$ cat src/rtl/tl_start_debouncer.sv
// Start push-button conditioner: 2-flop synchroniser, debounce FSM, press/release pulses, long-press flag.
// Latency DB_CYCLES+2 edges from btn_in to btn_level/btn_rise (same for release); no backpressure, outputs free-running.
module tl_start_debouncer #(
  parameter int DB_CYCLES   = 1_000_000,
  parameter int LONG_CYCLES = 200_000_000
) (
  input  logic clk,
  input  logic reset,
  input  logic btn_in,
  output logic btn_level,
  output logic btn_rise,
  output logic btn_fall,
  output logic btn_long
);

  localparam int DB_W   = ($clog2(DB_CYCLES) < 1) ? 1 : $clog2(DB_CYCLES);
  localparam int LONG_W = ($clog2(LONG_CYCLES) < 1) ? 1 : $clog2(LONG_CYCLES);
  localparam logic [DB_W-1:0]   DB_LAST   = DB_W'(DB_CYCLES - 1);
  localparam logic [LONG_W-1:0] LONG_LAST = LONG_W'(LONG_CYCLES - 1);

  typedef enum logic [1:0] {
    IDLE    = 2'd0,
    ARM_HI  = 2'd1,
    PRESSED = 2'd2,
    ARM_LO  = 2'd3
  } state_t;

  state_t              state, state_nxt;
  logic                sync_meta, s_sync;
  logic [DB_W-1:0]     db_cnt, db_cnt_nxt;
  logic [LONG_W-1:0]   long_cnt, long_cnt_nxt;
  logic                level_nxt, rise_nxt, fall_nxt, long_nxt;

  // btn_in is asynchronous; only s_sync may feed the FSM
  always_ff @(posedge clk or posedge reset) begin
    if (reset) begin
      sync_meta <= 1'b0;
      s_sync    <= 1'b0;
    end else begin
      sync_meta <= btn_in;
      s_sync    <= sync_meta;
    end
  end

  always_ff @(posedge clk or posedge reset) begin
    if (reset) begin
      state     <= IDLE;
      db_cnt    <= '0;
      long_cnt  <= '0;
      btn_level <= 1'b0;
      btn_rise  <= 1'b0;
      btn_fall  <= 1'b0;
      btn_long  <= 1'b0;
    end else begin
      state     <= state_nxt;
      db_cnt    <= db_cnt_nxt;
      long_cnt  <= long_cnt_nxt;
      btn_level <= level_nxt;
      btn_rise  <= rise_nxt;
      btn_fall  <= fall_nxt;
      btn_long  <= long_nxt;
    end
  end

  always_comb begin
    state_nxt    = state;
    db_cnt_nxt   = db_cnt;
    long_cnt_nxt = long_cnt;
    level_nxt    = btn_level;
    rise_nxt     = 1'b0;
    fall_nxt     = 1'b0;
    long_nxt     = btn_long;

    case (state)
      IDLE: begin
        if (s_sync) begin
          state_nxt  = ARM_HI;
          db_cnt_nxt = DB_W'(1);
        end
      end

      ARM_HI: begin
        if (!s_sync) begin
          state_nxt  = IDLE;
          db_cnt_nxt = '0;
        end else if (db_cnt == DB_LAST) begin
          state_nxt    = PRESSED;
          db_cnt_nxt   = '0;
          level_nxt    = 1'b1;
          rise_nxt     = 1'b1;
          long_cnt_nxt = '0;
        end else begin
          db_cnt_nxt = db_cnt + DB_W'(1);
        end
      end

      PRESSED: begin
        // long_cnt saturates; the flag is raised on the edge that sees the last count
        if (long_cnt == LONG_LAST) begin
          long_nxt = 1'b1;
        end else begin
          long_cnt_nxt = long_cnt + LONG_W'(1);
        end
        if (!s_sync) begin
          state_nxt  = ARM_LO;
          db_cnt_nxt = DB_W'(1);
        end
      end

      ARM_LO: begin
        // a release bounce returns to PRESSED with the hold time intact
        if (s_sync) begin
          state_nxt  = PRESSED;
          db_cnt_nxt = '0;
        end else if (db_cnt == DB_LAST) begin
          state_nxt    = IDLE;
          db_cnt_nxt   = '0;
          level_nxt    = 1'b0;
          fall_nxt     = 1'b1;
          long_nxt     = 1'b0;
          long_cnt_nxt = '0;
        end else begin
          db_cnt_nxt = db_cnt + DB_W'(1);
        end
      end

      default: begin
        state_nxt = IDLE;
      end
    endcase
  end

  a_pulse_excl: assert property (@(posedge clk) disable iff (reset) !(btn_rise && btn_fall));

endmodule

$ cat config.mk
export PLATFORM = sky130hd
export DESIGN_NAME = tl_start_debouncer
export DESIGN_NICKNAME = d
export VERILOG_FILES = /design/src/rtl/tl_start_debouncer.sv
export SDC_FILE = /design/constraint.sdc
export NUM_CORES = 1
export LEC_CHECK = 0
export CORE_MARGIN = 2
export CORE_UTILIZATION = 62
export CTS_CLUSTER_DIAMETER = 100
export DETAILED_ROUTE_END_ITERATION = 6
export PLACE_DENSITY = 0.8
export SKIP_CTS_REPAIR_TIMING = 1
export SLEW_MARGIN = 20
export SYNTH_ARGS = -nofsm -noshare
export SYNTH_HDL_FRONTEND = slang
export SYNTH_SLANG_ARGS = --single-unit
$ cat constraint.sdc
create_clock -name clk -period 2.6 [get_ports clk]
set_input_delay 0.39 -clock clk [delete_from_list [all_inputs] [get_ports clk]]
set_output_delay 0.39 -clock clk [all_outputs]
set_load 0.05 [all_outputs]
==> flow_summary.yaml, run 1 <==
run_status:
  outcome: "finished, final reports clean"
sta:
  worst_slew_pin_slew_ns: 0.807
  setup_ws_ns: 0.179
  fin_skew_ns: 0.00906
  setup_viol: 0
  drv_slew: 0
  fin_crit_sh_pct: 93.1
  hold_violations: 0
  relSlewSlack_pct: 46.2
  tns_ns: 0
  rsz0062_at_grt: "no"
  max_freq_mhz: 413
  period_needed_ns: 2.42
finish:
  area_growth_pct: 6.27
  ff_latch_area_mm2: 0.00140
  fill_cells: 402
  multiInputGateArea_mm2: 0.00167
  drive_gt1_share_pct: 11.3
  n_antenna_cell: 0
  num-nets-final: 330
yosys:
  synth_seq_area_share_pct: 43.9
  avgSynthCellArea_um2: 10.0
  synthArstFlopShare_pct: 100
  netlist_area_mm2: 0.00319
  yosysUniqueCellTypes: 57
  ys_ff_latch: 56
  synthFlopType: "dfrtp_1"
  synth_enable_flop_cells: 0
  synth_nets: 323
  syn_inst: 318
  synth-warning-count: 0
global_route:
  grt_max_degree: 30
  grt_antenna_before_repair: 0
  grt_pass1_wl_um: 10600
  gr-total-overflow: 0
  grt_pass1_vias: 2343
  grt_usage_pct: 23.9
clock_network:
  cts_made_buffers: 5
  cts_buffer_depth: 2
  clock_latency_ns: 0.31
  tritoncts: "built"
  cts.reportedPaths.clkPinSlew_ns: 0.09
  cts_root_buffer: "clkbuf_8"
  htreeDepth: 2
  cts_sinks: 56
detailed_routing:
  first_pass_iters: 4
  drc: 0
  via_per_inst: 6.52
  ant_nets: 0
  drt-initial-drc-count: 165
  wl_per_cell_um: 16.0
  totalWireLength_um: 6350
  vias: 2582
die:
  die_area_mm2: 0.00574
  die_w_um: 75.7
  io_pins: 7
  die_y_um: 75.7
  core_mm2: 0.00504
  row_count: 26
  start_util_pct: 63.3
power_and_ir_drop:
  clockPowerShare_pct: 33.3
  combPwrFrac_pct: 4.9
  internal-power_mw: 1.13
  p_switching_mw: 0.344
  power_leakage_nw: 1.64
  power_frac_seq_pct: 61.8
  power_density_mw_per_mm2: 435
  peakVddDrop_v: 0.000319
  swShare_pct: 23.3
critical_path:
  rrSetupSlack_ns: 0.18
  rr_worst_depth: 6
  crit_chain: "ha_1 > nand3_2 > nor4_4 > a211oi_4 > a31oi_4 > mux2_2"
  cp_max_fo: 28
  crit_cells: 6
  path_buf_inv: 0
  cp_slowest_cell: "a31oi_4"
  slowest_delay_ns: 0.67
  critPathLaunch: "long_cnt[0]$_DFFE_PP0P_"
  cp_data_arrival_time_ns: 2.67
  endpoint: "long_cnt[0]$_DFFE_PP0P_"
  path_delay_family: "compound AO/OA/AOI/OAI gates"
  timing.rr.end: "long_cnt[0]$_DFFE_PP0P_"
  cp.required_ns: 2.85
  rr_startpoint: "long_cnt[0]$_DFFE_PP0P_"
  critPathCaptureType: "flop"
  start_kind: "flop"
  critPathKind: "flop to flop"
flow_run:
  cap_violations: 0
placement:
  post-place-ws_ns: 0.210
  dp_hpwl_um: 4350
  place.gp.congestion: 0.823
  numPortBuffers: 6
min_path:
  hold_start: "sync_meta$_DFF_PP0_"
  holdCritPathClass: "flop to flop"
per-layer routing:
layer | GRT usage, % | up-vias | part of all wire [%]
met5 | 0 | - | 0
met4 | 7.21 | 0 | 1.1
met3 | 5.03 | 6 | 3.0
met2 | 40.9 | 48 | 50
met1 | 30.5 | 1286 | 46
li1 | - | 1242 | -
Yosys cell counts, types with 6 or more instances:
| cell type | n | share of area (%) |
|---|---|---|
| dfrtp_1 | 56 | 44 |
| and3_1 | 27 | 5.3 |
| nand2_1 | 25 | 2.9 |
| nand3_1 | 21 | 3.3 |
| a211o_1 | 19 | 5.2 |
| nor3_1 | 16 | 2.5 |
| a31oi_1 | 12 | 2.4 |
| a21oi_1 | 11 | 1.7 |
| nor2_1 | 11 | 1.3 |
| nor4_1 | 10 | 2.0 |
| o21ai_0 | 8 | 1.3 |
| a22o_1 | 7 | 1.9 |
| nand4_1 | 6 | 1.2 |
cell usage in the layout (no fill, tap or decap), types with 3 or more instances in the layout:
cell,n
or2_2,4
dfrtp_1,56
a22o_1,7
o21ai_0,8
or3_1,3
inv_1,3
a21oi_1,11
nand4_1,6
clkbuf_8,6
nor3_1,16
a211o_1,19
a31oi_1,12
xnor2_1,3
nor4_1,10
a221o_1,5
nor2_1,11
nand2b_1,5
nand2_1,25
and3_1,27
mux2i_1,3
nand3_1,21
and4_1,3
a21o_1,3
clkdlybuf4s50_1,6
buf_4,9
per-stage QoR:
stage	util [%]	hold WS (ns)	power [mW]	std cells	instance area [um^2]
floorplan	-	0.331	0.979	318	3190
global placement	65.4	0.333	1.00	388	3300
detailed placement	65.4	0.365	1.00	388	3300
CTS	67.2	0.386	1.49	396	3390
global route	67.2	0.401	1.54	396	3390
finish	67.2	0.380	1.47	396	3390
state kept, by name (all words and copies together) (netlist names), named ones only:
signal / count
btn_level: 1
db_cnt: 20
long_cnt: 28
s_sync: 1
btn_long: 1
btn_rise: 1
sync_meta: 1
btn_fall: 1
state: 1
how the worst min path moves through the flow:
stage / slack [ns] / end / cells after the start
6_report: 0.38 / s_sync$_DFF_PP0_ / 0
3_5_place_dp: 0.36 / s_sync$_DFF_PP0_ / 0
2_1_floorplan: 0.33 / s_sync$_DFF_PP0_ / 0
4_1_cts: 0.39 / long_cnt[12]$_DFFE_PP0P_ / 2
3_3_place_gp: 0.33 / s_sync$_DFF_PP0_ / 0
5_1_grt: 0.40 / s_sync$_DFF_PP0_ / 0
logic make-up (layout without fill, tap and decap cells):
logic type,after synthesis,count (layout),share of synthesized area (%)
mux,5,5,1.65
xor+xnor,5,5,1.61
simple gates,151,151,28.7
flops,56,56,43.9
compound gates,80,80,19.5
fa+ha+maj,2,2,0.784
buf+inv,19,27,3.80
power groups by stage:
stage / Combinational, mW / Clock [mW] / Sequential (mW)
CTS: 0.0740 / 0.504 / 0.911
finish: 0.0723 / 0.491 / 0.912
floorplan: 0.0579 / 0 / 0.921
global route: 0.0833 / 0.538 / 0.914
detailed placement: 0.0741 / 0 / 0.928
global placement: 0.0729 / 0 / 0.927
worst reg2reg max path, delay by kind of cell (launching register included):
family                   cells  cell delay [ns]
AO/OA/AOI/OAI                2             0.80
AND/OR/NAND/NOR              2             0.64
adder cells (fa/ha/maj)      1             0.23
flip-flops                   1             0.41
multiplexers                 1             0.29
final cells by class:
cell class / instances / area share (%)
clock buffers: 8 / 2.66
flip-flops and latches: 56 / 41.3
well taps: 70 / 2.58
multi-input cells: 243 / 49.2
inverters: 4 / 0.443
repair buffers: 15 / 3.76
No activity file was read; power rests on OpenSTA's default activity.
==> inputs of run 2 (changes only) <==
--- a/config.mk
+++ b/config.mk
@@ -5,6 +5,7 @@
 export SDC_FILE = /design/constraint.sdc
 export NUM_CORES = 1
 export LEC_CHECK = 0
+export CORE_ASPECT_RATIO = 1.5
 export CORE_MARGIN = 2
 export CORE_UTILIZATION = 62
 export CTS_CLUSTER_DIAMETER = 100
==> flow_summary.yaml, run 2 (synthesis results as in run 1) <==
finish:
  drive_gt1_share_pct: 11.3
  layout_common_cells: "dfrtp_1 (56), and3_1 (27), nand2_1 (25)"
  final_common_cell: "dfrtp_1"
  num-nets-final: 330
  final_util_pct: 67.7
  largest_register_ffs: 28
  fin_cells: 394
  reg_top3: "long_cnt (28), db_cnt (20)"
  area_growth_pct: 7.10
  n_antenna_cell: 0
  largest-register: "long_cnt"
  fill_cells: 419
critical_path:
  critPathCaptureType: "flop"
  crit_chain: "ha_1 > nand3_2 > nor4_4 > a211oi_4 > a31oi_4 > mux2_2"
  slowest_delay_ns: 0.68
  cp_max_fo: 28
  cp_data_arrival_time_ns: 2.65
  cp_slowest_cell: "a31oi_4"
  timing.rr.end: "long_cnt[0]$_DFFE_PP0P_"
  start_kind: "flop"
  rr_worst_depth: 6
  rrSetupSlack_ns: 0.20
  rr_startpoint: "long_cnt[0]$_DFFE_PP0P_"
  critPathLaunch: "long_cnt[0]$_DFFE_PP0P_"
  endpoint: "long_cnt[0]$_DFFE_PP0P_"
  critPathKind: "flop to flop"
  cp.required_ns: 2.85
placement:
  place_inst: 386
  numPortBuffers: 6
  post-place-ws_ns: 0.209
  dp_hpwl_um: 4610
  place.gp.congestion: 0.879
power_and_ir_drop:
  swShare_pct: 22.5
  power_leakage_nw: 1.65
  peakVddDrop_v: 0.000277
  power_density_mw_per_mm2: 454
  clockPowerShare_pct: 36.3
  combPwrFrac_pct: 4.9
  power_frac_seq_pct: 58.8
  internal-power_mw: 1.20
  p_switching_mw: 0.349
global_route:
  grt_pass1_wl_um: 11600
  grt_usage_pct: 25.1
  grt_max_degree: 57
  grt_pass1_vias: 2486
  gr-total-overflow: 0
  grt_antenna_before_repair: 0
clock_network:
  cts.reportedPaths.clkPinSlew_ns: 0.09
  cts_made_buffers: 5
  cts_buffer_depth: 2
  htreeDepth: 2
  cts_root_buffer: "clkbuf_8"
  tritoncts: "built"
  clock_latency_ns: 0.31
  cts_sinks: 56
sta:
  relSlewSlack_pct: 44.7
  worst_slew_pin_slew_ns: 0.829
  fin_skew_ns: 0.0110
  setup_viol: 0
  hold_violations: 0
  drv_slew: 0
  fin_crit_sh_pct: 92.3
  rsz0062_at_grt: "no"
  setup_ws_ns: 0.200
  period_needed_ns: 2.40
  tns_ns: 0
  max_freq_mhz: 417
die:
  core_mm2: 0.00504
  die_area_mm2: 0.00575
  die_y_um: 91.9
  row_count: 32
  io_pins: 7
  die_w_um: 62.6
  start_util_pct: 63.2
detailed_routing:
  via_per_inst: 6.54
  wl_per_cell_um: 17.0
  drc: 0
  totalWireLength_um: 6710
  first_pass_iters: 4
  vias: 2577
  ant_nets: 0
  drt-initial-drc-count: 157
min_path:
  holdCritPathClass: "flop to flop"
flow_run:
  cap_violations: 0
run_status:
  outcome: "finished, final reports clean"
==> run 2: cell types whose count changed in the layout (fill, tap and decap cells not counted) <==
cell | before | now
and2_1 | 2 | 3
and2_2 | 1 | 0
buf_12 | 0 | 1
buf_4 | 9 | 8
bufinv_16 | 0 | 1
clkbuf_1 | 2 | 1
clkbuf_8 | 6 | 5
clkinv_2 | 0 | 1
==> run 2: worst min-delay path by stage <==
stage / startpoint / end / slack [ns] / cells after the start
finish: sync_meta$_DFF_PP0_ / s_sync$_DFF_PP0_ / 0.36 / 0
global route: sync_meta$_DFF_PP0_ / s_sync$_DFF_PP0_ / 0.38 / 0
CTS: sync_meta$_DFF_PP0_ / s_sync$_DFF_PP0_ / 0.36 / 0
detailed placement: sync_meta$_DFF_PP0_ / s_sync$_DFF_PP0_ / 0.34 / 0
global placement: sync_meta$_DFF_PP0_ / s_sync$_DFF_PP0_ / 0.33 / 0
floorplan: sync_meta$_DFF_PP0_ / s_sync$_DFF_PP0_ / 0.33 / 0
==> run 2: area by class of cell <==
cell class / count / area, um^2 / share of cell area (%)
Clock buffer: 6 / 72.6 / 2.12
Clock inverter: 2 / 35.0 / 1.03
Inverter: 4 / 15.0 / 0.439
Multi-Input combinational cell: 243 / 1670 / 48.8
Sequential cell: 56 / 1400 / 41.0
Tap cell: 68 / 85.1 / 2.49
Timing Repair Buffer: 15 / 140 / 4.10
==> run 2: power by group through the flow <==
| stage | sequential (mW) | combinational, mW | clock, mW |
|---|---|---|---|
| after floorplan | 0.921 | 0.0579 | 0 |
| after global placement | 0.928 | 0.0749 | 0 |
| after detailed placement | 0.928 | 0.0783 | 0 |
| after CTS | 0.911 | 0.0785 | 0.574 |
| after global routing | 0.915 | 0.0888 | 0.615 |
| final | 0.912 | 0.0765 | 0.563 |
==> run 2: critical path, delay by kind of cell, from the launching register on <==
family | cells | cell delay, ns
AO/OA/AOI/OAI | 2 | 0.80
adder cells (fa/ha/maj) | 1 | 0.22
flip-flops | 1 | 0.41
multiplexers | 1 | 0.29
AND/OR/NAND/NOR | 2 | 0.61
==> run 2: through the flow <==
stage | hold slack (ns) | total power, mW | cell area, um^2
after floorplan | 0.331 | 0.979 | 3190
after global routing | 0.379 | 1.62 | 3420
after CTS | 0.359 | 1.56 | 3420
after detailed placement | 0.336 | 1.01 | 3310
after global placement | 0.334 | 1.00 | 3310
final | 0.355 | 1.55 | 3420
==> run 2: layer usage <==
metal  vias up  part of all wire [%]  GRT usage, %
met1      1284                    40          29.4
met4         0                   1.6          9.63
met3        10                   2.3          3.31
met2        43                    56          46.1
li1       1240                     -             -
met5         -                     0             0
==> edit (settings of run 2) <==
Encoding of `state_t`: now one-hot (4 bits for 4 states).
--- a/src/rtl/tl_start_debouncer.sv
+++ b/src/rtl/tl_start_debouncer.sv
@@ -18,11 +18,11 @@
   localparam logic [DB_W-1:0]   DB_LAST   = DB_W'(DB_CYCLES - 1);
   localparam logic [LONG_W-1:0] LONG_LAST = LONG_W'(LONG_CYCLES - 1);
 
-  typedef enum logic [1:0] {
-    IDLE    = 2'd0,
-    ARM_HI  = 2'd1,
-    PRESSED = 2'd2,
-    ARM_LO  = 2'd3
+  typedef enum logic [3:0] {
+    IDLE    = 4'b0001,
+    ARM_HI  = 4'b0010,
+    PRESSED = 4'b0100,
+    ARM_LO  = 4'b1000
   } state_t;
 
   state_t              state, state_nxt;
Formal check against the unedited RTL: same outputs for any inputs over 10 cycles, from zero or initial values and one cycle with reset high; not proved beyond that.
==> edit against run 2 <==
- via count up 14%
- final area up 7.3%
- sequential share of layout area is 1.4 points lower
- sequential cell count grew 2
- worst setup slack gained 0.033 ns
- synthesized area is 4.2% higher
- routed wire length rose by 19%
- hold slack gained 0.0050 ns
- die area grew 4.0%
Power is not compared: it rests on default switching activity, and its combinational part moved more than twofold at a synthesized area within 25%.
==> edit: results (changes against run 2) <==
{| class="wikitable"
! Metric !! Value
|-
| Status || completed (unchanged)
|-
| Global-route met2 utilization || 51.8% (was 46.1%)
|-
| Post-DP HPWL || 5.46 mm (was 4.61 mm)
|-
| Number of distinct library cells after synthesis || 61 (was 57)
|-
| Synthesized netlist net count || 374 (was 323)
|-
| Yosys synthesis warning count || 0 (unchanged)
|-
| Top area cells in the synthesized netlist || sky130_fd_sc_hd__dfrtp_1 (43%), sky130_fd_sc_hd__nand3_1 (3.8%), sky130_fd_sc_hd__a31oi_1 (3.6%), sky130_fd_sc_hd__nand2_1 (3.5%), sky130_fd_sc_hd__nor2_1 (3.5%) (was sky130_fd_sc_hd__dfrtp_1 (44%), sky130_fd_sc_hd__and3_1 (5.3%), sky130_fd_sc_hd__a211o_1 (5.2%), sky130_fd_sc_hd__nand3_1 (3.3%), sky130_fd_sc_hd__nand2_1 (2.9%))
|-
| Violation count after the first detailed-route iteration || 250 (was 157)
|-
| Number of H-tree branching levels || 3 (was 2)
|-
| Fraction of final layout cells sized beyond drive strength 1 || 10.7% (was 11.3%)
|-
| Slew @ Worst Pin || 0.565 ns (was 0.829 ns)
|-
| Final max-slew violation count || 0 (unchanged)
|-
| Overall fraction of global-route tracks in use || 29.6% (was 25.1%)
|-
| Data arrival time of the worst path || 2.60 ns (was 2.65 ns)
|-
| GR met1 Demand/Resource || 32.7% (was 29.4%)
|-
| Register area share after synthesis || 43.7% (was 43.9%)
|-
| Maximum number of pins on one net before global-route repair || 59 (was 57)
|-
| First-pass GRT wire length || 13.6 mm (was 11.6 mm)
|-
| Cell depth of the worst flop-to-flop path || 6 (unchanged)
|-
| Leading post-synthesis cells by instance count || sky130_fd_sc_hd__dfrtp_1 (57), sky130_fd_sc_hd__nand2_1 (31), sky130_fd_sc_hd__nor2_1 (31) (was sky130_fd_sc_hd__dfrtp_1 (56), sky130_fd_sc_hd__and3_1 (27), sky130_fd_sc_hd__nand2_1 (25))
|-
| Maximum fanout count along the critical path || 9 (was 28)
|-
| Gpl congestion || 0.892 (was 0.879)
|-
| DR vias/cell || 6.50 (was 6.54)
|-
| Post-placement setup slack || 0.266 ns (was 0.209 ns)
|-
| Final layout net count || 382 (was 330)
|-
| Met3 GRT Util || 7.31% (was 3.31%)
|-
| Post-synth ARST share || 100% (unchanged)
|-
| Setup Skew || 0.00543 ns (was 0.0110 ns)
|-
| Clock input transition at the sequential cells of the worst setup and hold paths || 0.07 ns (was 0.09 ns)
|-
| CTS buffer count || 9 (was 5)
|-
| Biggest regs || long_cnt x28, db_cnt x20, state x4 (was long_cnt x28, db_cnt x20)
|-
| Number of global-route vias before repair || 2884 (was 2486)
|-
| X dimension of the die || 63.8 µm (was 62.6 µm)
|-
| Clock Latency Late Sink || 0.34 ns (was 0.31 ns)
|-
| Post-DR wirelength/cell || 17.7 µm (was 17.0 µm)
|-
| Psw || 0.000495 W
|}
[edit: layout make-up]
cell class              count  area (µm²)
multi-input cells         279        1740
fillers                   417        1500
flip-flops and latches     58        1450
clock buffers              14         173
repair buffers             19         170
well taps                  68        85.1
inverters                  10        37.5
clock inverters             2        10.0
[edit: per-stage QoR]
step,power [W],cells,hold WS [ns],instance area [µm²]
global placement,0.00113,434,0.339,3480
floorplan,0.00109,369,0.331,3320
finish,0.00190,450,0.360,3670
global route,0.00197,450,0.374,3670
detailed placement,0.00114,434,0.347,3480
CTS,0.00191,450,0.362,3670
[edit: logic make-up after synthesis]
kind of cell               count (synthesis)  share of synthesized area (%)
xor gates and xnor gates                  16                           4.22
DFF                                       58                           43.7
and+or+nand+nor                          171                           28.4
AOI/OAI and AO/OA                         88                           18.1
buffers and inverters                     32                           4.25
muxes                                      2                          0.640
adders and majority gates                  2                          0.753
[edit: layer usage]
metal  part of all wire (%)  vias up
met5                      0        -
met4                    3.1        0
met3                    4.4       24
met2                     54       95
met1                     39     1412
li1                       -     1396
[edit: final timing paths]
check	from	slack, ns	end
setup / recovery	long_cnt[0]	0.23	long_cnt[0]
hold / removal	sync_meta	0.36	s_sync
setup reg to reg	long_cnt[0]	0.23	long_cnt[0]
hold reg to reg	sync_meta	0.36	s_sync
max in group asynchronous	reset	1.87	state[0]
min in group asynchronous	reset	0.42	db_cnt[9]
[edit: worst max-delay path, stage by stage (launching register included)]
cell and delay (ns):
sky130_fd_sc_hd__dfrtp_1 0.40, sky130_fd_sc_hd__ha_1 0.23, sky130_fd_sc_hd__nand4_1 0.19, sky130_fd_sc_hd__or3_1 0.46, sky130_fd_sc_hd__nor4_4 0.56, sky130_fd_sc_hd__nor2_1 0.13
sky130_fd_sc_hd__mux2_2 0.28
